File: src/rtl/fetch_pkg.sv
// fetch_pkg: shared defaults, FSM state type and queue entry type for the instruction fetch unit
package fetch_pkg;

    localparam int          FETCH_ADDR_W   = 5;
    localparam int          FETCH_DEPTH    = 2;
    localparam logic [31:0] FETCH_RESET_PC = 32'h0;

    typedef enum logic {
        FETCH,
        STALL
    } state_t;

    typedef struct packed {
        logic [31:0] pc;
        logic [31:0] inst;
    } entry_t;

endpackage

File: src/rtl/fetch_fifo.sv
// fetch_fifo: instruction queue of {pc, inst} entries with push, pop, flush and occupancy count
module fetch_fifo
    import fetch_pkg::*;
#(
    parameter int DEPTH = FETCH_DEPTH,
    localparam int CW = $clog2(DEPTH + 1)
) (
    input  logic          clk,
    input  logic          rst_n,
    input  logic          push,
    input  logic          pop,
    input  logic          flush,
    input  entry_t        din,
    output logic          valid,
    output entry_t        dout,
    output logic [CW-1:0] count
);

    localparam int PW = DEPTH > 1 ? $clog2(DEPTH) : 1;

    entry_t        q [DEPTH];
    logic [PW-1:0] wp;
    logic [PW-1:0] rp;
    logic          do_pop;

    function automatic logic [PW-1:0] nxt(input logic [PW-1:0] p);
        return (p == PW'(DEPTH - 1)) ? '0 : p + PW'(1);
    endfunction

    assign valid  = count != '0;
    assign do_pop = pop && valid;
    assign dout   = valid ? q[rp] : '0;

    // Pointers and occupancy; flush empties the queue and wins over push/pop
    always_ff @(posedge clk or negedge rst_n) begin
        if (!rst_n) begin
            wp    <= '0;
            rp    <= '0;
            count <= '0;
        end else if (flush) begin
            wp    <= '0;
            rp    <= '0;
            count <= '0;
        end else begin
            if (push)
                wp <= nxt(wp);
            if (do_pop)
                rp <= nxt(rp);
            count <= count + CW'(push) - CW'(do_pop);
        end
    end

    // Entry storage needs no reset because dout is masked while the queue is empty
    always_ff @(posedge clk) begin
        if (push && !flush)
            q[wp] <= din;
    end

endmodule

File: src/rtl/imem_fetch_unit.sv
// imem_fetch_unit: byte-serial instruction fetch assembling big-endian words into a small queue
module imem_fetch_unit
    import fetch_pkg::*;
#(
    parameter int          ADDR_W   = FETCH_ADDR_W,
    parameter int          DEPTH    = FETCH_DEPTH,
    parameter logic [31:0] RESET_PC = FETCH_RESET_PC
) (
    input  logic              clk,
    input  logic              rst_n,
    input  logic              redirect_valid,
    input  logic [31:0]       redirect_pc,
    output logic              mem_req,
    output logic [ADDR_W-1:0] mem_addr,
    input  logic [7:0]        mem_rdata,
    output logic              inst_valid,
    input  logic              inst_ready,
    output logic [31:0]       inst_data,
    output logic [31:0]       inst_pc
);

    localparam int CW = $clog2(DEPTH + 1);
    localparam int RW = $clog2(DEPTH + 3);

    state_t        state;
    logic [1:0]    byte_cnt;
    logic [31:0]   fetch_pc;
    logic [1:0]    inflight;
    logic          cap_valid;
    logic [1:0]    cap_idx;
    logic [31:0]   cap_pc;
    logic [23:0]   partial;
    logic          issue0;
    logic          push;
    logic          pop;
    logic          room;
    logic [CW-1:0] count;
    logic [RW-1:0] reserved_next;
    entry_t        word;
    entry_t        head;

    assign mem_req  = state == FETCH;
    assign mem_addr = mem_req ? fetch_pc[ADDR_W-1:0] + ADDR_W'(byte_cnt) : '0;
    assign issue0   = mem_req && byte_cnt == 2'd0;
    assign push     = cap_valid && cap_idx == 2'd3;
    assign pop      = inst_valid && inst_ready;
    assign word     = {cap_pc, partial, mem_rdata};

    // Slots reserved after this edge: queued words plus words already started, a push only moves one between the two
    assign reserved_next = RW'(count) + RW'(inflight) + RW'(issue0) - RW'(pop);
    assign room          = reserved_next < RW'(DEPTH);

    // Issue FSM: one byte request per cycle, a new word starts only when a queue slot can be reserved
    always_ff @(posedge clk or negedge rst_n) begin
        if (!rst_n) begin
            state    <= STALL;
            byte_cnt <= 2'd0;
            fetch_pc <= RESET_PC;
            inflight <= 2'd0;
        end else if (redirect_valid) begin
            state    <= FETCH;
            byte_cnt <= 2'd0;
            fetch_pc <= redirect_pc;
            inflight <= 2'd0;
        end else begin
            inflight <= inflight + 2'(issue0) - 2'(push);
            if (state == FETCH) begin
                byte_cnt <= byte_cnt + 2'd1;
                if (byte_cnt == 2'd3) begin
                    fetch_pc <= fetch_pc + 32'd4;
                    state    <= room ? FETCH : STALL;
                end
            end else if (room) begin
                state <= FETCH;
            end
        end
    end

    // Capture path: read data arrives the cycle after its request and is shifted in big-endian order
    always_ff @(posedge clk or negedge rst_n) begin
        if (!rst_n) begin
            cap_valid <= 1'b0;
            cap_idx   <= 2'd0;
            cap_pc    <= 32'd0;
            partial   <= 24'd0;
        end else begin
            cap_valid <= mem_req && !redirect_valid;
            cap_idx   <= byte_cnt;
            cap_pc    <= fetch_pc;
            if (cap_valid)
                partial <= {partial[15:0], mem_rdata};
        end
    end

    fetch_fifo #(
        .DEPTH(DEPTH)
    ) u_fifo (
        .clk  (clk),
        .rst_n(rst_n),
        .push (push),
        .pop  (pop),
        .flush(redirect_valid),
        .din  (word),
        .valid(inst_valid),
        .dout (head),
        .count(count)
    );

    assign inst_data = head.inst;
    assign inst_pc   = head.pc;

endmodule

File: config.mk
export PLATFORM = sky130hd
export DESIGN_NAME = imem_fetch_unit
export DESIGN_NICKNAME = d
export VERILOG_FILES = /design/src/rtl/fetch_pkg.sv /design/src/rtl/fetch_fifo.sv /design/src/rtl/imem_fetch_unit.sv
export SDC_FILE = /design/constraint.sdc
export NUM_CORES = 1
export LEC_CHECK = 0
export CAP_MARGIN = 40
export CORE_MARGIN = 10
export CORE_UTILIZATION = 42
export CTS_CLUSTER_DIAMETER = 120
export CTS_CLUSTER_SIZE = 14
export DETAILED_ROUTE_END_ITERATION = 7
export RECOVER_POWER = 100
export SYNTH_ARGS = -nofsm -noshare
export SYNTH_HDL_FRONTEND = slang
export SYNTH_HIERARCHICAL = 1
export SYNTH_SLANG_ARGS = --single-unit
File: constraint.sdc
create_clock -name clk -period 14.9 [get_ports clk]
set_input_delay 1.49 -clock clk [delete_from_list [all_inputs] [get_ports clk]]
set_output_delay 1.49 -clock clk [all_outputs]
set_load 0.01 [all_outputs]
Word-level counts from Yosys, hierarchy flattened --
Memories as Yosys holds them, arrays and structs flattened. Index checks and enable logic that the tools add are counted.
Cells by class: add/sub/neg operators 12, order comparisons 1, equality and inequality tests 3, multiplexer cells 21, bitwise gates (word level) 1, reduce and logical (&&, ||, !) cells 13
Operators with widths (number):
- two-way mux 32 bit | 3
- two-way mux 64 bit | 1
- adder 32 x 3 -> 32 bit, second input constant | 1
- two-way mux 1 bit | 12
- two-way mux 2 bit | 4
- nonzero test 2 bit | 4
- logical AND 1 bit | 6
- adder 5 x 2 -> 5 bit | 1
- two-way mux 5 bit | 1
- adder 2 x 1 -> 2 bit | 2
- == test 2 bit, second input constant | 2
- subtractor 2 x 1 -> 2 bit | 2
- adder 2 x 2 -> 3 bit | 1
- adder 3 x 1 -> 3 bit | 1
- less-than comparator 3 x 2 -> 1 bit, second input constant | 1
- subtractor 3 x 1 -> 3 bit | 1
- adder 1 bit, second input constant | 2
- adder 2 x 1 -> 2 bit, second input constant | 1
- logical NOT 2 bit | 1
- inequality test 2 bit, second input constant | 1
- AND reduction 2 bit | 1
- logical NOT 1 bit | 1
- inverter 1 bit | 1
Storage, ports and cells: register bits after elaboration 100, bits in writable memories 128, input port bits 44, output and inout bits 71, word-level logic and storage cells 63, memories kept 1
Memory list:
- u_fifo.q | words 2, bits a word 64, read ports 1, clocked after memory_dff 0, wr ports 1, line fetch_fifo.sv:21 | entry_t q [DEPTH];

Longest topological paths before layout --
Gate-level depths: netlist of the first run.
depth in word-level cells 9, gate-level depth with buffers 12, mapped depth without buffers 10

Modules after synthesis --
The synthesis of the first run kept the hierarchy.
By module, submodules not included:
- fetch_fifo | instances 1, cells an instance 291, area an instance 5107.4 um^2, seq. area each 3943.8 um^2
- imem_fetch_unit | instances 1, cells an instance 342, area an instance 4096.4 um^2, seq. area each 2403.6 um^2

Worst setup path after synthesis of the first run --
No wires, ideal clock.
path type input-to-reg, start point input port redirect_valid, end point memory u_fifo/q[0][0] in the netlist's numbering, enable pin, library setup time 0.579 ns, arrival 6.192 ns, data required time 14.321 ns, setup slack 8.129 ns, stages 1, buffers on the path 0, cells stage by stage nor3b_1
Between the ends: cells in the longest elaborated chain, start to end 4
RTL lines:
- start: declaration | line imem_fetch_unit.sv:11 | input logic redirect_valid,
- logical NOT 1 bit | line fetch_fifo.sv:55 | if (push && !flush)
- logical AND 1 bit | line fetch_fifo.sv:55
- two-way mux 1 bit | line fetch_fifo.sv:55
- two-way mux 1 bit (implied by the code) | line fetch_fifo.sv:56 | q[wp] <= din;
- end: declaration | line fetch_fifo.sv:21
No other way between the ends.

Worst setup path after layout of the first run --
start point register u_fifo.count[0], end point output port inst_data[19]
Between the ends: cells in the longest elaborated chain, start to end 2
RTL lines:
- start: declaration | line fetch_fifo.sv:16 | output logic [CW-1:0] count
- start signal: assignment | line fetch_fifo.sv:49 | count <= count + CW'(push) - CW'(do_pop);
- nonzero test 2 bit | line fetch_fifo.sv:30 | assign valid = count != '0;
- two-way mux 64 bit | line fetch_fifo.sv:32 | assign dout = valid ? q[rp] : '0;
- end: declaration | line imem_fetch_unit.sv:18 | output logic [31:0] inst_data,
No other way between the ends.

==> results.md, run 1 <==
* Placed instance count at approximately 1k
* Die Ht at between 150 and 200 µm
* GRT Total Usage at 12.5%
* GP Congestion at ~0.75
* Worst Setup End Kind: output port
* Worst Hold Launch: fetch_pc[31]
* Worst-Margin Slew at 2.76 ns
* Reg-to-reg startpoint: u_fifo/count[0]
* Synth Instances at between 600 and 700
* Post-synth top flop: edfxtp_1
* CP Max Fanout at 50
* Port bufs at ~110
* Worst-Skew Late Latency at ~0.48 ns
* Finished Layout Cells at ~1.0k
* CTS tree: yes
* First-pass GRT wire length at between 20,000 and 30,000 µm
* Minimum clock period at between 5 and 6 ns
* Detail Placement HPWL at 12,200 µm
* Switching share of power at 22.4%
* LEAKAGE at 4.11 nW
* Worst EP required at approximately 13 ns
* Root Driver: clkbuf_16
* F_max at 169 MHz
* Peak supply drop at between 0.07 and 0.08 mV
* Drt drc at 0
* Synth async-reset ratio at 43.9%
* Hold EP: cap_pc[31]
* DR vias at 5,251
* Row count at 54
* Clk pwr share at about a third
* Clock slew at reported path FFs at 0.06 ns
* Netlist cell types at 52
* CP arrival at between 4 and 5 ns
* Combinational Power Share at between 8 and 9%
* Initial antenna violation count at 0
* Total CTS buffers at 20
* Via-per-instance ratio at slightly above 5
* Core area at 21,700 µm²
* I/O pin total at 115
* Setup TNS at 0 ns
* Top-area cell type share of the netlist area at around two fifths
* Reg2Reg Depth at 11
* H-tree levels at 1
* Layout cell share with drive strength beyond 1 at 7.37%
* # Max-Cap Violations at 6
* Pwr Density at 121 nW/µm²
* ANT nets after route at 0
* Cell Area, Synth at roughly 9200 µm²
* Most common cell in the netlist: edfxtp_1
* Synthesized area per cell at roughly 15 µm²
* Die width at around 170 µm
* Grt ovf at 0
* Seq cells post-synth at 228
* Clk_skew at 0.0146 ns
* Sw power at about 300 µW
* Final nets at roughly 800
* Cell Int Power at between 1 and 1.5 mW
* Hold Vio Cnt, Final at 0
* Fin. max-slew vios at 282
* DRT Pass-1 Iters at 5
* Headroom to the max-slew limit at -83.7%
* Total die area at 28,200 µm²
* Initial Util at 42.4%
* # diodes at 0
* Synth top area cells: edfxtp_1, dfrtp_1, mux2i_1, nor2_1, mux2_2
* Number of flops mapped to enable cells by yosys at 128
* Setup repair bufs after CTS at 0
* Drt initial violations at around 210
* Pin count of the biggest net entering global routing at 52
* Sequential area share after synthesis at roughly 69%
* Most frequent cells after synthesis: edfxtp_1, dfrtp_1, nor2_1
* Synth area leader: edfxtp_1
* RR Endpoint: state
* Hold path depth at 0
* Failing checks: max-capacitance violations, max-slew violations
* Syn nets at a little under 700
* CP Launch Type: flop
* Clock Sinks at between 200 and 250
* WS Path Type: flop to output port
* Clk buf depth at 3
* Tcrit/Tclk final at about two fifths
* Reg-to-reg slack, setup at 10.06 ns
* Hold Crit Class: flop to flop
* Syn. warnings at 6
* Drt wl/cell at around 17 µm
* RSZ-0062 raised after global routing: no
* Flop pwr share at a little under three fifths
* Status: complete, but fails checks
* Post-cts gate resize count at 0
* Cts hold-fix bufs at 0
* Tot Pwr at 1.34 mW
* Vias in the first global route at 5,654
* Total Wirelength at between 15,000 and 20,000 µm
* Synth-to-Final Area Change at 20.3%
* # setup viols final at 0
[cell type report]
class	count	area, µm²
timing repair buffer	123	1190
clock inverter	1	11.3
fill	1867	10600
clock buffer	35	578
multi-input combinational	357	2530
inverter	16	60.1
tap	280	350
sequential	228	6350
[flip-flops by register name, indices dropped and copies added (netlist names)]
name,cells
cap_valid,1
u_fifo/q,128
u_fifo/rp,1
u_fifo/count,2
cap_pc,32
u_fifo/wp,1
fetch_pc,32
cap_idx,2
inflight,2
partial,24
state,1
byte_cnt,2
[metal layers]
| metal | track usage (%) | routed length (µm) | share of wire (%) |
|---|---|---|---|
| met1 | 15.1 | 7610 | 42 |
| met2 | 21.8 | 8870 | 50 |
| met3 | 3.24 | 1130 | 6.3 |
| met4 | 3.18 | 302 | 1.7 |
| met5 | 0 | 0 | 0 |
[worst max-delay path by stage]
stage	start	to	slack [ns]	cells past startpoint
final	u_fifo/count[0]	inst_data[19]	8.99	4
after global routing	rst_n	partial[0]	8.34	2
after floorplan	redirect_valid	u_fifo/q[0][0]	8.13	1
after global placement	redirect_valid	u_fifo/q[1][12]	10.99	4
after detailed placement	redirect_valid	u_fifo/q[1][5]	10.96	4
after CTS	u_fifo/count[0]	inst_data[19]	10.78	4
[critical path, stage by stage, from the launching register on]
cell and delay (ns):
dfrtp_1 0.42, nor2_1 0.90, clkbuf_1 1.64, nor2_1 0.23, dlygate4sd3_1 0.72
[logic make-up (layout without fill, tap and decap cells)]
family	Yosys count	in the layout	share of synthesized area (%)
XOR/XNOR	21	21	2.15
adder cells (fa/ha/maj)	14	14	2.07
flip-flops	228	228	69.0
multiplexers	93	93	10.5
AO/OA/AOI/OAI	50	50	3.37
AND/OR/NAND/NOR	179	179	9.46
buffers and inverters	48	175	3.51
[cells in the final DEF (no fill, tap or decap), drive strengths merged, types with 2 or more instances in the layout]
cell | netlist | layout
edfxtp | 128 | 128
dfrtp | 99 | 99
nor2 | 92 | 92
dlygate4sd3 | 2 | 76
mux2i | 66 | 66
clkbuf | 10 | 44
clkdlybuf4s50 | 0 | 37
mux2 | 27 | 27
nand2 | 24 | 24
o21ai | 21 | 21
inv | 16 | 17
a31oi | 14 | 14
xnor2 | 12 | 12
nand4 | 12 | 12
ha | 12 | 12
nand3 | 9 | 9
xor2 | 8 | 8
or3 | 8 | 8
nor2b | 7 | 7
or4 | 7 | 7
o31ai | 5 | 5
nor4 | 4 | 4
and4 | 3 | 3
nor3 | 3 | 3
and2 | 2 | 2
a21oi | 2 | 2
and3 | 2 | 2
fa | 2 | 2
[power by group through the flow]
| stage | Combinational [mW] | Sequential, mW | Clock, mW |
|---|---|---|---|
| after floorplan | 0.0749 | 0.751 | 0 |
| after global placement | 0.120 | 0.765 | 0 |
| after detailed placement | 0.126 | 0.767 | 0 |
| after CTS | 0.127 | 0.754 | 0.488 |
| after global routing | 0.133 | 0.760 | 0.513 |
| final | 0.117 | 0.754 | 0.473 |
[stage by stage]
stage / hold slack [ns] / worst slack [ns] / util, % / instance area, µm²
2_1_floorplan: 0.355 / 8.13 / - / 9200
3_3_place_gp: 0.394 / 10.99 / 48.4 / 10500
3_5_place_dp: 0.394 / 10.96 / 48.7 / 10600
4_1_cts: 0.411 / 10.78 / 51.4 / 11200
5_1_grt: 0.416 / 8.34 / 51.1 / 11100
6_report: 0.414 / 8.99 / 51.1 / 11100
(Power assumes the default switching activity.)
==> run 2, diff against run 1 <==
--- a/config.mk
+++ b/config.mk
@@ -11,6 +11,7 @@
 export CTS_CLUSTER_DIAMETER = 120
 export CTS_CLUSTER_SIZE = 14
 export DETAILED_ROUTE_END_ITERATION = 7
+export PLACE_DENSITY = 0.66
 export RECOVER_POWER = 100
 export SYNTH_ARGS = -nofsm -noshare
 export SYNTH_HDL_FRONTEND = slang
==> constraint.sdc (replaced) <==
create_clock -name clk -period 5.4 [get_ports clk]
set_input_delay 0.54 -clock clk [delete_from_list [all_inputs] [get_ports clk]]
set_output_delay 0.54 -clock clk [all_outputs]
set_load 0.01 [all_outputs]
==> results.md, run 2 (synthesized netlist as in run 1, its figures left out) <==
* Cts hold-fix bufs at 1 (+1)
* Largest regs: u_fifo/q: 128 flops, cap_pc: 32 flops, fetch_pc: 32 flops
* Die width at 168 µm (unchanged)
* Status: complete, but fails checks
* Drt drc at 0 (unchanged)
* DR vias at 5,265 (+0.27%)
* Peak supply drop at 0.178 mV (+120%)
* Minimum clock period at 3.84 ns
* First-pass GRT wire length at 29,000 µm (-1.2%)
* Clock slew at reported path FFs at 0.07 ns (about the same)
* CP Launch Type: input pin
* RSZ-0062 raised after global routing: no
* Grt ovf at 0 (unchanged)
* Clk_skew at 0.0129 ns (-0.00167 ns)
* GRT Total Usage at 12.3% (-0.22 points)
* Synth-to-Final Area Change at 20.6%
* Worst-Skew Late Latency at 0.48 ns (about the same)
* Row count at 54 (unchanged)
* Die Ht at 168 µm (unchanged)
* Hold Crit Class: flop to flop
* Post-cts gate resize count at 0 (unchanged)
* Setup TNS at 0 ns (unchanged)
* Initial antenna violation count at 0 (unchanged)
* WS Path Type: input pin to flop
* Worst-Margin Slew at 2.20 ns (-0.556 ns)
* Placed instance count at 1,005 (+0.10%)
* Pwr Density at 335 nW/µm² (+180%)
* CP arrival at 3.93 ns (-0.49 ns)
* F_max at 260 MHz
* Final nets at 806 (+0.25%)
* Min setup slack post-route at 1.56 ns (-7.43 ns)
* # setup viols final at 0 (unchanged)
* GP Congestion at 0.768 (+1.9%)
* Core area at 21,700 µm² (unchanged)
* ANT nets after route at 0 (unchanged)
* Clock Sinks at 228 (unchanged)
* H-tree levels at 1 (unchanged)
* Total CTS buffers at 20 (unchanged)
* Layout cell share with drive strength beyond 1 at 7.61% (+0.24 points)
* # diodes at 0 (unchanged)
* Root Driver: clkbuf_16
* Fillcell total at 1,803 (-3.4%)
* CTS tree: yes
* DRT Pass-1 Iters at 5 (unchanged)
* Drt initial violations at 282 (+35%)
* Commonest non-fill, non-tap cells in the layout: edfxtp_1, dfrtp_1, nor2_1
* Hold Vio Cnt, Final at 0 (unchanged)
* Drt wl/cell at 17.1 µm (-0.50%)
* Max reg flops at 128 (unchanged)
* Tcrit/Tclk final at between 70% and 80%
* Worst Setup End Kind: flop
* Fin. max-slew vios at 148 (-48%)
* Total Wirelength at 17,900 µm (-0.31%)
* Finished Layout Cells at 1,042 (+0.19%)
* Headroom to the max-slew limit at -46.7% (+37 points)
* Worst hold slack at 0.427 ns (+0.0138 ns)
* CP Max Fanout at 47 (-6.0%)
* LEAKAGE at 4.12 nW (+0.23%)
* Initial Util at 42.4% (unchanged)
* Clk buf depth at 3 (unchanged)
* Total die area at 28,200 µm² (unchanged)
* Commonest non-fill, non-tap cell in the layout: edfxtp_1
* Port bufs at 114 (unchanged)
* Failing checks: max-capacitance violations, max-slew violations
* # Max-Cap Violations at 4 (-2)
* Via-per-instance ratio at 5.05 (about the same)
* I/O pin total at 115 (unchanged)
* Tot Pwr at 3.71 mW (+180%)
* Biggest register: u_fifo/q
* Detail Placement HPWL at 12,400 µm (+1.6%)
* Pre-CTS setup slack at 2.71 ns (-8.25 ns)
* Setup repair bufs after CTS at 0 (unchanged)
* Pin count of the biggest net entering global routing at 69 (+33%)
* Vias in the first global route at 5,497 (-2.8%)
* Worst EP required at 5.49 ns (-7.92 ns)
==> run 2: changes by cell type in the layout (fill, tap and decap cells not counted) <==
cell           before  now
clkbuf_1           23   22
mux2_2             27   26
mux2_1              0    1
clkbuf_2            0    1
dlygate4sd3_1      76   77
dfrtp_4             0    1
buf_4               0    1
dfrtp_1            99   98
==> run 2: area by class of cell <==
| cell class | instances | area [µm²] | share of cell area, % |
|---|---|---|---|
| inverters | 16 | 60.1 | 0.541 |
| multi-input cells | 357 | 2530 | 22.8 |
| flip-flops and latches | 228 | 6350 | 57.2 |
| clock inverters | 1 | 11.3 | 0.101 |
| clock buffers | 35 | 578 | 5.21 |
| repair buffers | 125 | 1210 | 10.9 |
| well taps | 280 | 350 | 3.16 |
==> run 2: where the power goes <==
group          total [mW]  leakage [nW]  internal [mW]  switching (mW)
Sequential           2.08          2.33           1.98           0.102
Combinational       0.325          1.50          0.169           0.156
Clock                1.31         0.281          0.729           0.578
==> run 2: per-layer routing <==
layer,part of all wire [%],vias up,GRT usage [%]
li1,-,2519,-
met1,42,2573,14.9
met2,50,141,21.4
met3,5.8,32,2.75
met4,2.2,0,3.79
met5,0,-,0
==> run 2: stage by stage <==
stage / util (%) / instance area (µm²)
floorplan: - / 9210
global placement: 48.4 / 10500
detailed placement: 48.8 / 10600
CTS: 51.6 / 11200
global route: 51.2 / 11100
finish: 51.2 / 11100
==> run 2: critical path, stage by stage <==
cell and delay, ns:
dlygate4sd3_1 0.53, clkbuf_1 0.69, and3b_1 0.99, clkbuf_1 1.14
==> run 2: worst paths after layout <==
kind | to | slack [ns] | cells past startpoint | from
worst min register to register | cap_pc[0] | 0.43 | 0 | fetch_pc[0]
max in group asynchronous | u_fifo/rp | 2.53 | 3 | rst_n
worst min-delay path | cap_pc[0] | 0.43 | 0 | fetch_pc[0]
min in group asynchronous | fetch_pc[23] | 1.06 | 2 | rst_n
worst max-delay path | u_fifo/q[1][63] | 1.56 | 4 | redirect_valid
worst max register to register | u_fifo/q[0][4] | 2.11 | 3 | cap_valid
